File: config.mk
export PLATFORM = sky130hd
export DESIGN_NAME = mem_bus_arbiter_flat
export DESIGN_NICKNAME = d
export VERILOG_FILES = /design/src/rtl/mem_bus_arbiter_if.sv /design/src/rtl/mem_bus_arbiter.sv /design/src/flat_wrapper.sv
export SDC_FILE = /design/constraint.sdc
export NUM_CORES = 1
export LEC_CHECK = 0
export BUFFER_PORTS_ARGS = -buffer_cell sky130_fd_sc_hd__buf_2
export CAP_MARGIN = 20
export CORE_ASPECT_RATIO = 1.25
export CORE_MARGIN = 4
export CORE_UTILIZATION = 30
export CTS_CLUSTER_DIAMETER = 40
export CTS_CLUSTER_SIZE = 10
export DETAILED_ROUTE_END_ITERATION = 16
export SLEW_MARGIN = 5
export SYNTH_ARGS = -nofsm -noshare
export SYNTH_HDL_FRONTEND = slang
export SYNTH_SLANG_ARGS = --single-unit
File: constraint.sdc
create_clock -name clock -period 2 [get_ports clock]
set_input_delay 0.3 -clock clock [delete_from_list [all_inputs] [get_ports clock]]
set_output_delay 0.3 -clock clock [all_outputs]
set_load 0.05 [all_outputs]
File: src/rtl/mem_bus_arbiter_if.sv
// mem_bus_arbiter_if
//  Bundles the two requester ports (CPU memory path and debug/loader port),
//  the RAM macro side and the arbiter status outputs into one interface.
//  Ports of the bundle:
//   cpu_req/cpu_we/cpu_addr/cpu_wdata  CPU request, held stable until cpu_ack
//   cpu_ack/cpu_rdata                  CPU completion pulse and read data
//   dbg_*                              same set for the debug/loader port
//   mem_en/mem_we/mem_addr/mem_wdata   RAM command, driven by the arbiter
//   mem_rdata                          RAM read data back to the arbiter
//   busy/owner                         arbiter status (owner: 0 = CPU, 1 = debug)
//  Modports: slave = the arbiter itself, master = whatever surrounds it.
interface mem_bus_arbiter_if #(
    parameter int ADDR_W = 9,
    parameter int DATA_W = 32
);
    logic              cpu_req;
    logic              cpu_we;
    logic [ADDR_W-1:0] cpu_addr;
    logic [DATA_W-1:0] cpu_wdata;
    logic              cpu_ack;
    logic [DATA_W-1:0] cpu_rdata;

    logic              dbg_req;
    logic              dbg_we;
    logic [ADDR_W-1:0] dbg_addr;
    logic [DATA_W-1:0] dbg_wdata;
    logic              dbg_ack;
    logic [DATA_W-1:0] dbg_rdata;

    logic              mem_en;
    logic              mem_we;
    logic [ADDR_W-1:0] mem_addr;
    logic [DATA_W-1:0] mem_wdata;
    logic [DATA_W-1:0] mem_rdata;

    logic              busy;
    logic              owner;

    modport slave (
        input  cpu_req, cpu_we, cpu_addr, cpu_wdata,
        input  dbg_req, dbg_we, dbg_addr, dbg_wdata,
        input  mem_rdata,
        output cpu_ack, cpu_rdata, dbg_ack, dbg_rdata,
        output mem_en, mem_we, mem_addr, mem_wdata,
        output busy, owner
    );

    modport master (
        output cpu_req, cpu_we, cpu_addr, cpu_wdata,
        output dbg_req, dbg_we, dbg_addr, dbg_wdata,
        output mem_rdata,
        input  cpu_ack, cpu_rdata, dbg_ack, dbg_rdata,
        input  mem_en, mem_we, mem_addr, mem_wdata,
        input  busy, owner
    );
endinterface

File: src/rtl/mem_bus_arbiter.sv
// mem_bus_arbiter
//  Shares the single-port program/data RAM between the CPU memory path and a
//  debug/loader port. One transaction at a time; ties are resolved either
//  round-robin (FIXED_PRI=0) or always in favour of the CPU (FIXED_PRI=1).
//  Ports:
//   clock  system clock, rising edge
//   clear  asynchronous active-low reset
//   bus    mem_bus_arbiter_if.slave: requester ports, RAM command/data, busy/owner
//  Transaction flow: IDLE -> ISSUE -> [WAIT x RD_LAT, reads only] -> RESP -> IDLE.
module mem_bus_arbiter #(
    parameter int ADDR_W    = 9,
    parameter int DATA_W    = 32,
    parameter int RD_LAT    = 1,
    parameter int FIXED_PRI = 0
) (
    input  logic             clock,
    input  logic             clear,
    mem_bus_arbiter_if.slave bus
);
    localparam int CNT_W = (RD_LAT > 1) ? $clog2(RD_LAT) : 1;

    typedef enum logic [1:0] {
        IDLE  = 2'd0,
        ISSUE = 2'd1,
        WAIT  = 2'd2,
        RESP  = 2'd3
    } state_t;

    state_t            state_reg, state_next;
    logic [CNT_W-1:0]  cnt_reg, cnt_next;
    logic              owner_reg, owner_next;
    logic              last_owner_reg, last_owner_next;
    logic              we_reg, we_next;
    logic [ADDR_W-1:0] addr_reg, addr_next;
    logic [DATA_W-1:0] wdata_reg, wdata_next;
    logic [DATA_W-1:0] cpu_rdata_reg, cpu_rdata_next;
    logic [DATA_W-1:0] dbg_rdata_reg, dbg_rdata_next;
    logic              grant_dbg;

    always_ff @(posedge clock or negedge clear) begin
        if (!clear) begin
            state_reg      <= IDLE;
            cnt_reg        <= '0;
            owner_reg      <= 1'b0;
            last_owner_reg <= 1'b1;   // so the CPU wins the first tie
            we_reg         <= 1'b0;
            addr_reg       <= '0;
            wdata_reg      <= '0;
            cpu_rdata_reg  <= '0;
            dbg_rdata_reg  <= '0;
        end else begin
            state_reg      <= state_next;
            cnt_reg        <= cnt_next;
            owner_reg      <= owner_next;
            last_owner_reg <= last_owner_next;
            we_reg         <= we_next;
            addr_reg       <= addr_next;
            wdata_reg      <= wdata_next;
            cpu_rdata_reg  <= cpu_rdata_next;
            dbg_rdata_reg  <= dbg_rdata_next;
        end
    end

    always_comb begin
        // Debug wins only when alone, or on a tie in round-robin mode when the
        // CPU was served last.
        grant_dbg       = bus.dbg_req &&
                          (!bus.cpu_req || (FIXED_PRI == 0 && !last_owner_reg));
        state_next      = state_reg;
        cnt_next        = cnt_reg;
        owner_next      = owner_reg;
        last_owner_next = last_owner_reg;
        we_next         = we_reg;
        addr_next       = addr_reg;
        wdata_next      = wdata_reg;
        cpu_rdata_next  = cpu_rdata_reg;
        dbg_rdata_next  = dbg_rdata_reg;

        case (state_reg)
            IDLE: begin
                if (bus.cpu_req || bus.dbg_req) begin
                    // The request is captured here; later input changes are ignored.
                    owner_next = grant_dbg;
                    we_next    = grant_dbg ? bus.dbg_we    : bus.cpu_we;
                    addr_next  = grant_dbg ? bus.dbg_addr  : bus.cpu_addr;
                    wdata_next = grant_dbg ? bus.dbg_wdata : bus.cpu_wdata;
                    state_next = ISSUE;
                end
            end
            ISSUE: begin
                if (we_reg) begin
                    state_next = RESP;
                end else begin
                    state_next = WAIT;
                    cnt_next   = CNT_W'(RD_LAT - 1);
                end
            end
            WAIT: begin
                if (cnt_reg == '0) begin
                    if (owner_reg) dbg_rdata_next = bus.mem_rdata;
                    else           cpu_rdata_next = bus.mem_rdata;
                    state_next = RESP;
                end else begin
                    cnt_next = cnt_reg - CNT_W'(1);
                end
            end
            RESP: begin
                last_owner_next = owner_reg;
                state_next      = IDLE;
            end
            default: state_next = IDLE;
        endcase
    end

    assign bus.mem_en    = (state_reg == ISSUE);
    assign bus.mem_we    = (state_reg == ISSUE) && we_reg;
    assign bus.mem_addr  = addr_reg;
    assign bus.mem_wdata = wdata_reg;
    assign bus.cpu_ack   = (state_reg == RESP) && !owner_reg;
    assign bus.dbg_ack   = (state_reg == RESP) && owner_reg;
    assign bus.cpu_rdata = cpu_rdata_reg;
    assign bus.dbg_rdata = dbg_rdata_reg;
    assign bus.busy      = (state_reg != IDLE);
    assign bus.owner     = owner_reg;
endmodule

File: src/flat_wrapper.sv
// flat-port wrapper written by rule: the top's interface ports become plain ports
module mem_bus_arbiter_flat 
#(
    parameter int ADDR_W    = 9,
    parameter int DATA_W    = 32,
    parameter int RD_LAT    = 1,
    parameter int FIXED_PRI = 0
)
  (clock, clear, bus_cpu_req, bus_cpu_we, bus_cpu_addr, bus_cpu_wdata, bus_dbg_req, bus_dbg_we, bus_dbg_addr, bus_dbg_wdata, bus_mem_rdata, bus_cpu_ack, bus_cpu_rdata, bus_dbg_ack, bus_dbg_rdata, bus_mem_en, bus_mem_we, bus_mem_addr, bus_mem_wdata, bus_busy, bus_owner);
  mem_bus_arbiter_if #(.ADDR_W(ADDR_W), .DATA_W(DATA_W)) bus_i ();
  input  logic clock;
  input  logic clear;
  input wire logic [$bits(bus_i.cpu_req)-1:0] bus_cpu_req;
  input wire logic [$bits(bus_i.cpu_we)-1:0] bus_cpu_we;
  input wire logic [$bits(bus_i.cpu_addr)-1:0] bus_cpu_addr;
  input wire logic [$bits(bus_i.cpu_wdata)-1:0] bus_cpu_wdata;
  input wire logic [$bits(bus_i.dbg_req)-1:0] bus_dbg_req;
  input wire logic [$bits(bus_i.dbg_we)-1:0] bus_dbg_we;
  input wire logic [$bits(bus_i.dbg_addr)-1:0] bus_dbg_addr;
  input wire logic [$bits(bus_i.dbg_wdata)-1:0] bus_dbg_wdata;
  input wire logic [$bits(bus_i.mem_rdata)-1:0] bus_mem_rdata;
  output wire logic [$bits(bus_i.cpu_ack)-1:0] bus_cpu_ack;
  output wire logic [$bits(bus_i.cpu_rdata)-1:0] bus_cpu_rdata;
  output wire logic [$bits(bus_i.dbg_ack)-1:0] bus_dbg_ack;
  output wire logic [$bits(bus_i.dbg_rdata)-1:0] bus_dbg_rdata;
  output wire logic [$bits(bus_i.mem_en)-1:0] bus_mem_en;
  output wire logic [$bits(bus_i.mem_we)-1:0] bus_mem_we;
  output wire logic [$bits(bus_i.mem_addr)-1:0] bus_mem_addr;
  output wire logic [$bits(bus_i.mem_wdata)-1:0] bus_mem_wdata;
  output wire logic [$bits(bus_i.busy)-1:0] bus_busy;
  output wire logic [$bits(bus_i.owner)-1:0] bus_owner;
  assign bus_i.cpu_req = bus_cpu_req;
  assign bus_i.cpu_we = bus_cpu_we;
  assign bus_i.cpu_addr = bus_cpu_addr;
  assign bus_i.cpu_wdata = bus_cpu_wdata;
  assign bus_i.dbg_req = bus_dbg_req;
  assign bus_i.dbg_we = bus_dbg_we;
  assign bus_i.dbg_addr = bus_dbg_addr;
  assign bus_i.dbg_wdata = bus_dbg_wdata;
  assign bus_i.mem_rdata = bus_mem_rdata;
  assign bus_cpu_ack = bus_i.cpu_ack;
  assign bus_cpu_rdata = bus_i.cpu_rdata;
  assign bus_dbg_ack = bus_i.dbg_ack;
  assign bus_dbg_rdata = bus_i.dbg_rdata;
  assign bus_mem_en = bus_i.mem_en;
  assign bus_mem_we = bus_i.mem_we;
  assign bus_mem_addr = bus_i.mem_addr;
  assign bus_mem_wdata = bus_i.mem_wdata;
  assign bus_busy = bus_i.busy;
  assign bus_owner = bus_i.owner;
  mem_bus_arbiter #(.ADDR_W(ADDR_W), .DATA_W(DATA_W), .RD_LAT(RD_LAT), .FIXED_PRI(FIXED_PRI)) u_core (.clock(clock), .clear(clear), .bus(bus_i));
endmodule
* Word-level counts from Yosys, hierarchy flattened
Index checks and enable logic that the tools add are counted.
Operators by class: multiplexer cells 10, equality and inequality tests 6, add/subtract/negate cells 1, shift-type cells 0, bitwise gates (word level) 2, reduce and logical (&&, ||, !) cells 17, divide/modulo/power cells 0, $mul 0, order comparisons 0
Operators with widths (count):
- 2-to-1 mux 32 bit | 1
- 2-to-1 mux 9 bit | 1
- case mux 2 bit (4 select lines) | 1
- AND reduction 2 bit | 3
- AND reduction 3 bit | 2
- == test 2 bit, second input constant | 2
- logical AND 1 bit | 4
- 2-to-1 mux 1 bit | 4
- 2-to-1 mux 2 bit | 2
- != test 2 bit, second input constant | 2
- nonzero test 2 bit | 2
- logical NOT 1 bit | 3
- == test 2 x 1 -> 1 bit, second input constant | 1
- logical NOT 2 bit | 1
- logical OR 1 bit | 2
- != test 2 x 1 -> 1 bit, second input constant | 1
- NOT 1 bit | 2
- case mux 1 bit (2 select lines) | 1
- subtractor 1 bit, second input constant | 1
Storage, ports and cells: bits in latches 0, bits in read-only memories 0, bits of input ports 120, bits in writable memories 0, register bits after elaboration 111, memories kept 0

* Depth between registers and ports, before layout
Gate-level depths: netlist of the first run.
word-level depth 4, mapped depth 7, gate-level depth less buffers 5

* Least setup slack after synthesis of the first run
Ideal clock, no wire load.
path kind flip-flop to output port, start register u_core.state_reg[1], end output bus_mem_we, setup slack 0.245 ns, data arrival time 1.455 ns, stages on the path, launching flop included 4, required time 1.700 ns, path buffers 0, cells stage by stage dfrtp_1 inv_1 ha_1 and2_1
On the way: longest elaborated chain between the ends 2
Ends and longest elaborated chain:
- start: declaration | RTL line mem_bus_arbiter.sv:29 | state_t state_reg, state_next;
- start signal: assignment | RTL line mem_bus_arbiter.sv:52 | state_reg <= state_next;
- == test 2 x 1 -> 1 bit
- named net bus_mem_en | RTL line flat_wrapper.sv:26 | output wire logic [$bits(bus_i.mem_en)-1:0] bus_mem_en;
- logical AND 1 bit | RTL line mem_bus_arbiter.sv:116 | assign bus.mem_we = (state_reg == ISSUE) && we_reg;
- end: declaration | RTL line flat_wrapper.sv:27 | output wire logic [$bits(bus_i.mem_we)-1:0] bus_mem_we;
The timed path passes the listed nets, and every way through them passes these cells.

* Worst setup path after layout of the first run
start register u_core.state_reg[1], end output bus_mem_we
On the way: longest elaborated chain between the ends 2
Ends and longest elaborated chain (RTL line):
- == test 2 x 1 -> 1 bit | mem_bus_arbiter.sv:116
- logical AND 1 bit | mem_bus_arbiter.sv:116
No other way between the ends.

==> results.txt, run 1 <==
post-detailed-placement half-perimeter wirelength: 8719 um
dominant cell type by area after synthesis: sky130_fd_sc_hd__dfrtp_1
commonest register cell after synthesis: sky130_fd_sc_hd__dfrtp_1
Inserted Clock Buffers: 9
Slew headroom: 0.6967
post-synthesis to final-layout area growth: 35.86%
remaining antenna violation count: 0
number of clock sinks seen by CTS: 110
sort of element at the start of the critical path: flip-flop
most frequently used cell type in the post-synthesis netlist: sky130_fd_sc_hd__dfrtp_1
port bufs: 230
maximum number of pins on one net before global-route repair: 65
Synthesis Warnings: 0
Synth Cell Area: 4588 sq um
Slowest cell on crit path: sky130_fd_sc_hd__dfrtp_1
DR vias: 3,701
maximum count of clock buffers along a single path: 2
via count of the first global-routing pass: 3,750
final total negative setup slack: 0 ns
floorplan core area: 15,010 sq um
post-route clock skew: 0.004928 ns
area share of the largest cell type after synthesis: 0.5945
result of the run: complete, no violations
achievable frequency: 0.5578 GHz
clock latency of the later-clocked register in the worst-skew pair: 0.34 ns
Post-Synthesis Cells: 391
post-route clock period utilization: 0.8963
distinct cell type count after synthesis: 20
cell family with most CP delay: flip-flops
transition at the pin with the smallest max-transition slack: 0.4538 ns
post-layout utilization of the core: 0.4152
synthesized area per cell: 11.73 sq um
number of max-slew violations in the final report: 0
share of final-layout standard cells stronger than drive strength 1: 0.5209
number of storage elements in the synthesis netlist: 110
routability-driven placement congestion ratio: 0.7539
area enclosed by the die boundary: 17,350 sq um
largest stage delay on the critical path: 0.42 ns
# nets final: 741
Root Buffer: sky130_fd_sc_hd__clkbuf_16
mean number of vias per cell: 4.603
crit path max fanout: 4
Initial Utilization: 0.3056
Max-cap violations: 0
leading post-synthesis cells by instance count: sky130_fd_sc_hd__dfrtp_1, sky130_fd_sc_hd__nand2_1, sky130_fd_sc_hd__mux2_2
number of detailed-route iterations in the first pass: 4
least setup slack across all paths after layout: 0.2074 ns
first-pass GRT wire length: 18,420 um
combined buffer and inverter count along the critical path: 2
floorplan die height: 146.3 um
net count after synthesis: 515
worst hold path class: in2reg
clock slew at the register clock pins of the worst setup and hold paths: 0.07 ns
number of remaining DRC errors: 0
placed cell area: 5948 sq um
Setup crit end kind: primary output
floorplan row count: 50
number of setup violations in the final report: 0
number of antenna violations at the first check in global routing: 1
Critical Path RT: 1.70 ns
number of enable-type register cells in the synthesized netlist: 0
WL final: 11,430 um
CTS tree: done
endpoints failing hold: 0
drt wl/cell: 14.22 um
critical path class: reg2out
final design area excluding fillers: 6233 sq um
iteration-0 DRC count of the detailed router: 215
number of top-level pins: 231
Die Width: 118.6 um
number of antenna cells inserted: 0
GR Overflow Total: 0
setup repair after global routing missed its margin: false
CTS H-Tree Depth: 3
global router's overall resource usage: 0.1305
worst setup timing slack at the placement stage: 0.4194 ns
cell types occupying the most area after synthesis: sky130_fd_sc_hd__dfrtp_1, sky130_fd_sc_hd__mux2_2, sky130_fd_sc_hd__nand2_1, sky130_fd_sc_hd__a31oi_1, sky130_fd_sc_hd__nor2_1
proportion of register bits with asynchronous set or reset after synthesis: 1.000
CP cell instances: inv_1, ha_1, and2_1, buf_2
arrival time reported for the critical path endpoint: 1.49 ns
count of cells resized by post-cts repair: 0
sequential-to-total area share from yosys stat: 0.6002
Final min period: 1.793 ns
-- cell families after synthesis --
group                      after synthesis  synth area share
AOI/OAI and AO/OA                       50           0.06954
adders and majority gates                4           0.01091
buffers and inverters                   29           0.03954
DFF                                    110            0.6002
muxes                                   65            0.1677
and+or+nand+nor                        133            0.1121
-- metal layers --
metal,share of wire,GRT usage,up-vias
met5,0.00061,0,-
met4,0.016,0.04522,2
met3,0.078,0.04417,17
met2,0.48,0.2131,155
met1,0.43,0.1616,1753
li1,-,-,1774
-- layout by cell type, fill, tap and decap left out, drive strengths merged --
cell,count
a21bo,1
a21boi,1
a31oi,42
and2,2
buf,239
clkbuf,11
clkinv,3
dfrtp,109
dfstp,1
dlygate4sd3,1
ha,4
inv,6
mux2,65
nand2,86
nor2,42
nor2b,2
o21a,1
o21ai,4
o22ai,1
or3b,1
-- timing repair --
action	in CTS	in global routing
hold buffers	1	0
setup buffers	0	0
hold endpoints to repair	11	0
endpoints found under the setup margin	0	0
-- area by class of cell --
type	count	area, sq um
Timing Repair Buffer	240	1294
Inverter	4	15.01
Sequential cell	110	2754
Multi-Input combinational cell	252	1668
Fill cell	1477	8781
Tap cell	182	227.7
Clock buffer	11	242.7
Clock inverter	5	32.53
-- stage by stage --
stage | hold slack, ns | cells
6_report | 0.1938 | 804
5_1_grt | 0.1786 | 804
4_1_cts | 0.1725 | 804
3_5_place_dp | 0.1597 | 787
3_3_place_gp | 0.1525 | 787
2_1_floorplan | 0.004409 | 391
-- worst paths after layout --
path                       depth (start not counted)  slack (ns)                startpoint                  endpoint
min                                                3        0.19          bus_cpu_wdata[7]   u_core.bus.mem_wdata[7]
max in group asynchronous                          3        0.97                     clear     u_core.last_owner_reg
max                                                4        0.21       u_core.state_reg[1]                bus_mem_we
min reg2reg                                        1        0.50  u_core.bus.dbg_rdata[11]  u_core.bus.dbg_rdata[11]
min in group asynchronous                          2        0.33                     clear  u_core.bus.cpu_rdata[16]
max reg2reg                                        5        0.42       u_core.state_reg[0]   u_core.bus.cpu_rdata[6]
-- worst register-to-register path: stages (launching register included) --
cell,delay [ns]
sky130_fd_sc_hd__dfrtp_1,0.43
sky130_fd_sc_hd__inv_1,0.10
sky130_fd_sc_hd__ha_1,0.17
sky130_fd_sc_hd__nor2b_4,0.16
sky130_fd_sc_hd__buf_12,0.23
sky130_fd_sc_hd__mux2_2,0.38
Power of run 1 is left out: the tool's default activity adds up to more than one toggle a clock period on the data nets, which glitch-free logic cannot reach.
==> run 2, diff against run 1 <==
--- a/config.mk
+++ b/config.mk
@@ -9,10 +9,11 @@
 export CAP_MARGIN = 20
 export CORE_ASPECT_RATIO = 1.25
 export CORE_MARGIN = 4
-export CORE_UTILIZATION = 30
+export CORE_UTILIZATION = 45
 export CTS_CLUSTER_DIAMETER = 40
 export CTS_CLUSTER_SIZE = 10
 export DETAILED_ROUTE_END_ITERATION = 16
+export PLACE_DENSITY = 0.8
 export SLEW_MARGIN = 5
 export SYNTH_ARGS = -nofsm -noshare
 export SYNTH_HDL_FRONTEND = slang
==> results.txt, run 2 (synthesis results as in run 1) <==
share of final-layout standard cells stronger than drive strength 1: 0.5194
critical path class: reg2out
DR vias: 3,712
Levels on crit path: 4
Inserted Clock Buffers: 9
CTS tree: done
result of the run: complete, no violations
post-synthesis to final-layout area growth: 34.88%
GR Overflow Total: 0
commonest non-fill, non-tap cell in the layout: sky130_fd_sc_hd__buf_2
number of antenna cells inserted: 0
routability-driven placement congestion ratio: 0.8106
number of top-level pins: 231
Root Buffer: sky130_fd_sc_hd__clkbuf_16
Max-cap violations: 0
number of clock sinks seen by CTS: 110
Critical Path RT: 1.70 ns
floorplan die height: 120.9 um
post-route clock period utilization: 0.8983
drt wl/cell: 15.11 um
remaining antenna violation count: 0
number of antenna violations at the first check in global routing: 0
floorplan row count: 40
FF/Latch Area: 2754 sq um
post-CTS setup repair buffer count: 0
Slew headroom: 0.6508
sort of element at the start of the critical path: flip-flop
via count of the first global-routing pass: 3,715
clock latency of the later-clocked register in the worst-skew pair: 0.34 ns
first-pass GRT wire length: 17,770 um
Die Width: 98.32 um
maximum count of clock buffers along a single path: 2
transition at the pin with the smallest max-transition slack: 0.5207 ns
number of setup violations in the final report: 0
count of cells resized by post-cts repair: 0
Slowest cell on crit path: sky130_fd_sc_hd__dfrtp_1
CTS H-Tree Depth: 3
port bufs: 230
final total negative setup slack: 0 ns
cell family with most CP delay: flip-flops
R2R Setup Slk: 0.38 ns
endpoints failing hold: 0
number of remaining DRC errors: 0
Initial Utilization: 0.4677
RR Endpoint: u_core.bus.mem_addr[0]
CP cell instances: inv_1, ha_1, and2_1, buf_2
iteration-0 DRC count of the detailed router: 119
clock slew at the register clock pins of the worst setup and hold paths: 0.07 ns
global router's overall resource usage: 0.1853
WL final: 11,270 um
area enclosed by the die boundary: 11,890 sq um
area of the multi-input gates: 1660 sq um
Setup crit end kind: primary output
top library cells by usage in the layout, fill and taps aside: sky130_fd_sc_hd__buf_2, sky130_fd_sc_hd__dfrtp_1, sky130_fd_sc_hd__nand2_1
crit path max fanout: 4
origin of the critical flop-to-flop path: u_core.state_reg[1]
end point of the critical path: bus_mem_we
combined buffer and inverter count along the critical path: 2
setup repair after global routing missed its margin: false
post-detailed-placement half-perimeter wirelength: 8582 um
floorplan core area: 9809 sq um
mean number of vias per cell: 4.976
post-layout utilization of the core: 0.6309
# nets final: 739
start point of the critical path: u_core.state_reg[1]
maximum number of pins on one net before global-route repair: 86
Post-CTS Hold Fix Bufs: 1
post-route clock skew: 0.006944 ns
reg2reg path depth: 6
number of filler cells placed in the layout: 795
largest stage delay on the critical path: 0.42 ns
worst hold path class: in2reg
Final min period: 1.797 ns
arrival time reported for the critical path endpoint: 1.50 ns
number of detailed-route iterations in the first pass: 4
achievable frequency: 0.5566 GHz
number of max-slew violations in the final report: 0
-- run 2: changes by cell type in the layout (fill, tap and decap cells not counted), sizes merged --
cell	before	now
buf	239	237
clkinvlp	0	1
clkbuf	11	10
bufinv	0	1
clkinv	3	2
-- run 2: worst reg2reg max path, stage by stage, from the launching register on --
cell	delay [ns]
sky130_fd_sc_hd__dfrtp_1	0.42
sky130_fd_sc_hd__inv_1	0.12
sky130_fd_sc_hd__ha_1	0.26
sky130_fd_sc_hd__o21a_2	0.19
sky130_fd_sc_hd__buf_12	0.29
sky130_fd_sc_hd__nor2_1	0.09
sky130_fd_sc_hd__a31oi_1	0.17
-- run 2: final cells by class --
cell class / instances / share of cell area
Multi-Input combinational cell: 252 / 0.2683
Clock buffer: 10 / 0.03700
Sequential cell: 110 / 0.4450
Timing Repair Buffer: 238 / 0.2107
Clock inverter: 6 / 0.01112
Tap cell: 126 / 0.02548
Inverter: 4 / 0.002426
-- run 2: how the worst min path moves through the flow --
stage,slack (ns),startpoint,depth (start not counted),end
4_1_cts,0.19,bus_mem_rdata[7],2,u_core.bus.dbg_rdata[7]
3_3_place_gp,0.26,clear,1,u_core.bus.dbg_rdata[21]
6_report,0.20,bus_mem_rdata[29],2,u_core.bus.cpu_rdata[29]
3_5_place_dp,0.27,clear,1,u_core.bus.dbg_rdata[21]
2_1_floorplan,0.004,clear,0,u_core.bus.cpu_rdata[0]
5_1_grt,0.19,bus_mem_rdata[16],2,u_core.bus.dbg_rdata[16]
-- run 2: per-stage QoR --
step	setup slack (ns)	hold WS, ns	area, sq um	cells
floorplan	0.2450	0.004409	4588	391
global placement	0.4802	0.2622	5881	729
detailed placement	0.3819	0.2747	5881	729
CTS	0.1900	0.1903	6188	746
global route	0.1185	0.1927	6188	746
finish	0.2034	0.2036	6188	746
-- run 2: layer usage --
metal / wire length, um / part of all wire / track usage / vias to the layer above
met5: 0 / 0 / 0 / -
met4: 134 / 0.012 / 0.05636 / 0
met3: 1040 / 0.092 / 0.05463 / 12
met2: 5490 / 0.49 / 0.3067 / 184
met1: 4605 / 0.41 / 0.2355 / 1747
li1: - / - / - / 1769
Power of run 2 is left out for the same reason.
==> run 3, diff against run 2 <==
--- a/config.mk
+++ b/config.mk
@@ -7,13 +7,15 @@
 export LEC_CHECK = 0
 export BUFFER_PORTS_ARGS = -buffer_cell sky130_fd_sc_hd__buf_2
 export CAP_MARGIN = 20
+export CELL_PAD_IN_SITES_DETAIL_PLACEMENT = 1
+export CELL_PAD_IN_SITES_GLOBAL_PLACEMENT = 1
 export CORE_ASPECT_RATIO = 1.25
 export CORE_MARGIN = 4
-export CORE_UTILIZATION = 45
+export CORE_UTILIZATION = 34
 export CTS_CLUSTER_DIAMETER = 40
 export CTS_CLUSTER_SIZE = 10
 export DETAILED_ROUTE_END_ITERATION = 16
-export PLACE_DENSITY = 0.8
+export PLACE_DENSITY = 0.81
 export SLEW_MARGIN = 5
 export SYNTH_ARGS = -nofsm -noshare
 export SYNTH_HDL_FRONTEND = slang
==> results.txt, run 3 (synthesis results as in run 1) <==
GR Overflow Total: 0
largest stage delay on the critical path: 0.42 ns
number of remaining DRC errors: 0
number of antenna violations at the first check in global routing: 0
Inserted Clock Buffers: 9
transition at the pin with the smallest max-transition slack: 0.3989 ns
crit path max fanout: 5
DR vias: 3,747
share of final-layout standard cells stronger than drive strength 1: 0.5217
top library cells by usage in the layout, fill and taps aside: sky130_fd_sc_hd__buf_2, sky130_fd_sc_hd__dfrtp_1, sky130_fd_sc_hd__nand2_1
CP cell instances: ha_1, nor2b_1, buf_2
mean number of vias per cell: 4.719
floorplan row count: 47
# nets final: 742
Initial Utilization: 0.3468
final total negative setup slack: 0 ns
achievable frequency: 0.5510 GHz
CTS H-Tree Depth: 3
Die Width: 111.9 um
setup repair after global routing missed its margin: false
via count of the first global-routing pass: 4,002
number of antenna cells inserted: 0
worst hold path class: in2reg
number of filler cells placed in the layout: 1,519
maximum count of clock buffers along a single path: 2
area enclosed by the die boundary: 15,430 sq um
number of max-slew violations in the final report: 0
Final min period: 1.815 ns
remaining antenna violation count: 0
clock slew at the register clock pins of the worst setup and hold paths: 0.08 ns
post-route clock skew: 0.009052 ns
iteration-0 DRC count of the detailed router: 134
post-route clock period utilization: 0.9075
Slew headroom: 0.7334
port bufs: 230
number of top-level pins: 231
routability-driven placement congestion ratio: 0.7976
post-CTS setup repair buffer count: 0
critical path class: reg2out
number of detailed-route iterations in the first pass: 4
result of the run: complete, no violations
post-synthesis to final-layout area growth: 36.08%
maximum number of pins on one net before global-route repair: 57
Root Buffer: sky130_fd_sc_hd__clkbuf_16
R2R Setup Slk: 0.37 ns
number of clock sinks seen by CTS: 110
WL final: 13,440 um
endpoints failing hold: 0
Max-cap violations: 0
sort of element at the start of the critical path: flip-flop
cell family with most CP delay: flip-flops
global router's overall resource usage: 0.1722
clock latency of the later-clocked register in the worst-skew pair: 0.34 ns
commonest non-fill, non-tap cell in the layout: sky130_fd_sc_hd__buf_2
drt wl/cell: 16.92 um
first-pass GRT wire length: 21,380 um
Critical Path RT: 1.70 ns
combined buffer and inverter count along the critical path: 1
arrival time reported for the critical path endpoint: 1.52 ns
floorplan core area: 13,230 sq um
Setup crit end kind: primary output
CTS tree: done
post-detailed-placement half-perimeter wirelength: 10,620 um
floorplan die height: 137.9 um
number of setup violations in the final report: 0
Slowest cell on crit path: sky130_fd_sc_hd__dfrtp_1
run 3: path summary, 6_finish.rpt:
| path | startpoint | end | cells after the start |
|---|---|---|---|
| worst max-delay path | u_core.state_reg[0] | bus_cpu_ack | 3 |
| worst min-delay path | bus_cpu_wdata[30] | u_core.bus.mem_wdata[30] | 3 |
| worst max register to register | u_core.state_reg[1] | u_core.bus.mem_wdata[19] | 6 |
| worst min register to register | u_core.bus.dbg_rdata[23] | u_core.bus.dbg_rdata[23] | 1 |
| max in group asynchronous | clear | u_core.bus.dbg_rdata[29] | 3 |
| min in group asynchronous | clear | u_core.bus.cpu_rdata[17] | 2 |
run 3: timing repair:
action                                  CTS  global route
endpoints found under the setup margin    0             0
endpoints found under the hold margin    16             0
hold buffers                              1             0
resized for setup                         0             0
run 3: area by class of cell:
class                      count  area, sq um  share of cell area
clock buffer                  10        229.0             0.03667
clock inverter                 6        62.56             0.01002
inverter                       4        15.01            0.002405
multi-input combinational    252         1668              0.2671
sequential                   110         2754              0.4411
tap                          171        214.0             0.03427
timing repair buffer         241         1301              0.2084
run 3: per-layer routing:
layer,track usage,wire length [um],vias up,part of all wire
met1,0.2083,5507,1798,0.41
li1,-,-,1779,-
met3,0.04758,991,11,0.074
met2,0.3057,6758,159,0.50
met4,0.04260,182,0,0.014
met5,0,0,-,0
run 3: stage by stage:
stage | hold slack [ns] | cells | cell area [sq um] | util | setup WS (ns)
after CTS | 0.1881 | 794 | 6243 | 0.4719 | 0.1390
after global routing | 0.1870 | 794 | 6243 | 0.4719 | 0.08917
final | 0.2027 | 794 | 6243 | 0.4719 | 0.1850
after global placement | 0.1971 | 777 | 5942 | 0.4491 | 0.4575
after detailed placement | 0.2014 | 777 | 5942 | 0.4491 | 0.3417
after floorplan | 0.004409 | 391 | 4588 | - | 0.2450
run 3: worst min-delay path, stage by stage:
cell and delay [ns]:
sky130_fd_sc_hd__buf_2 0.09, sky130_fd_sc_hd__nand2_1 0.05, sky130_fd_sc_hd__a31oi_1 0.06
Power of run 3 is left out for the same reason.
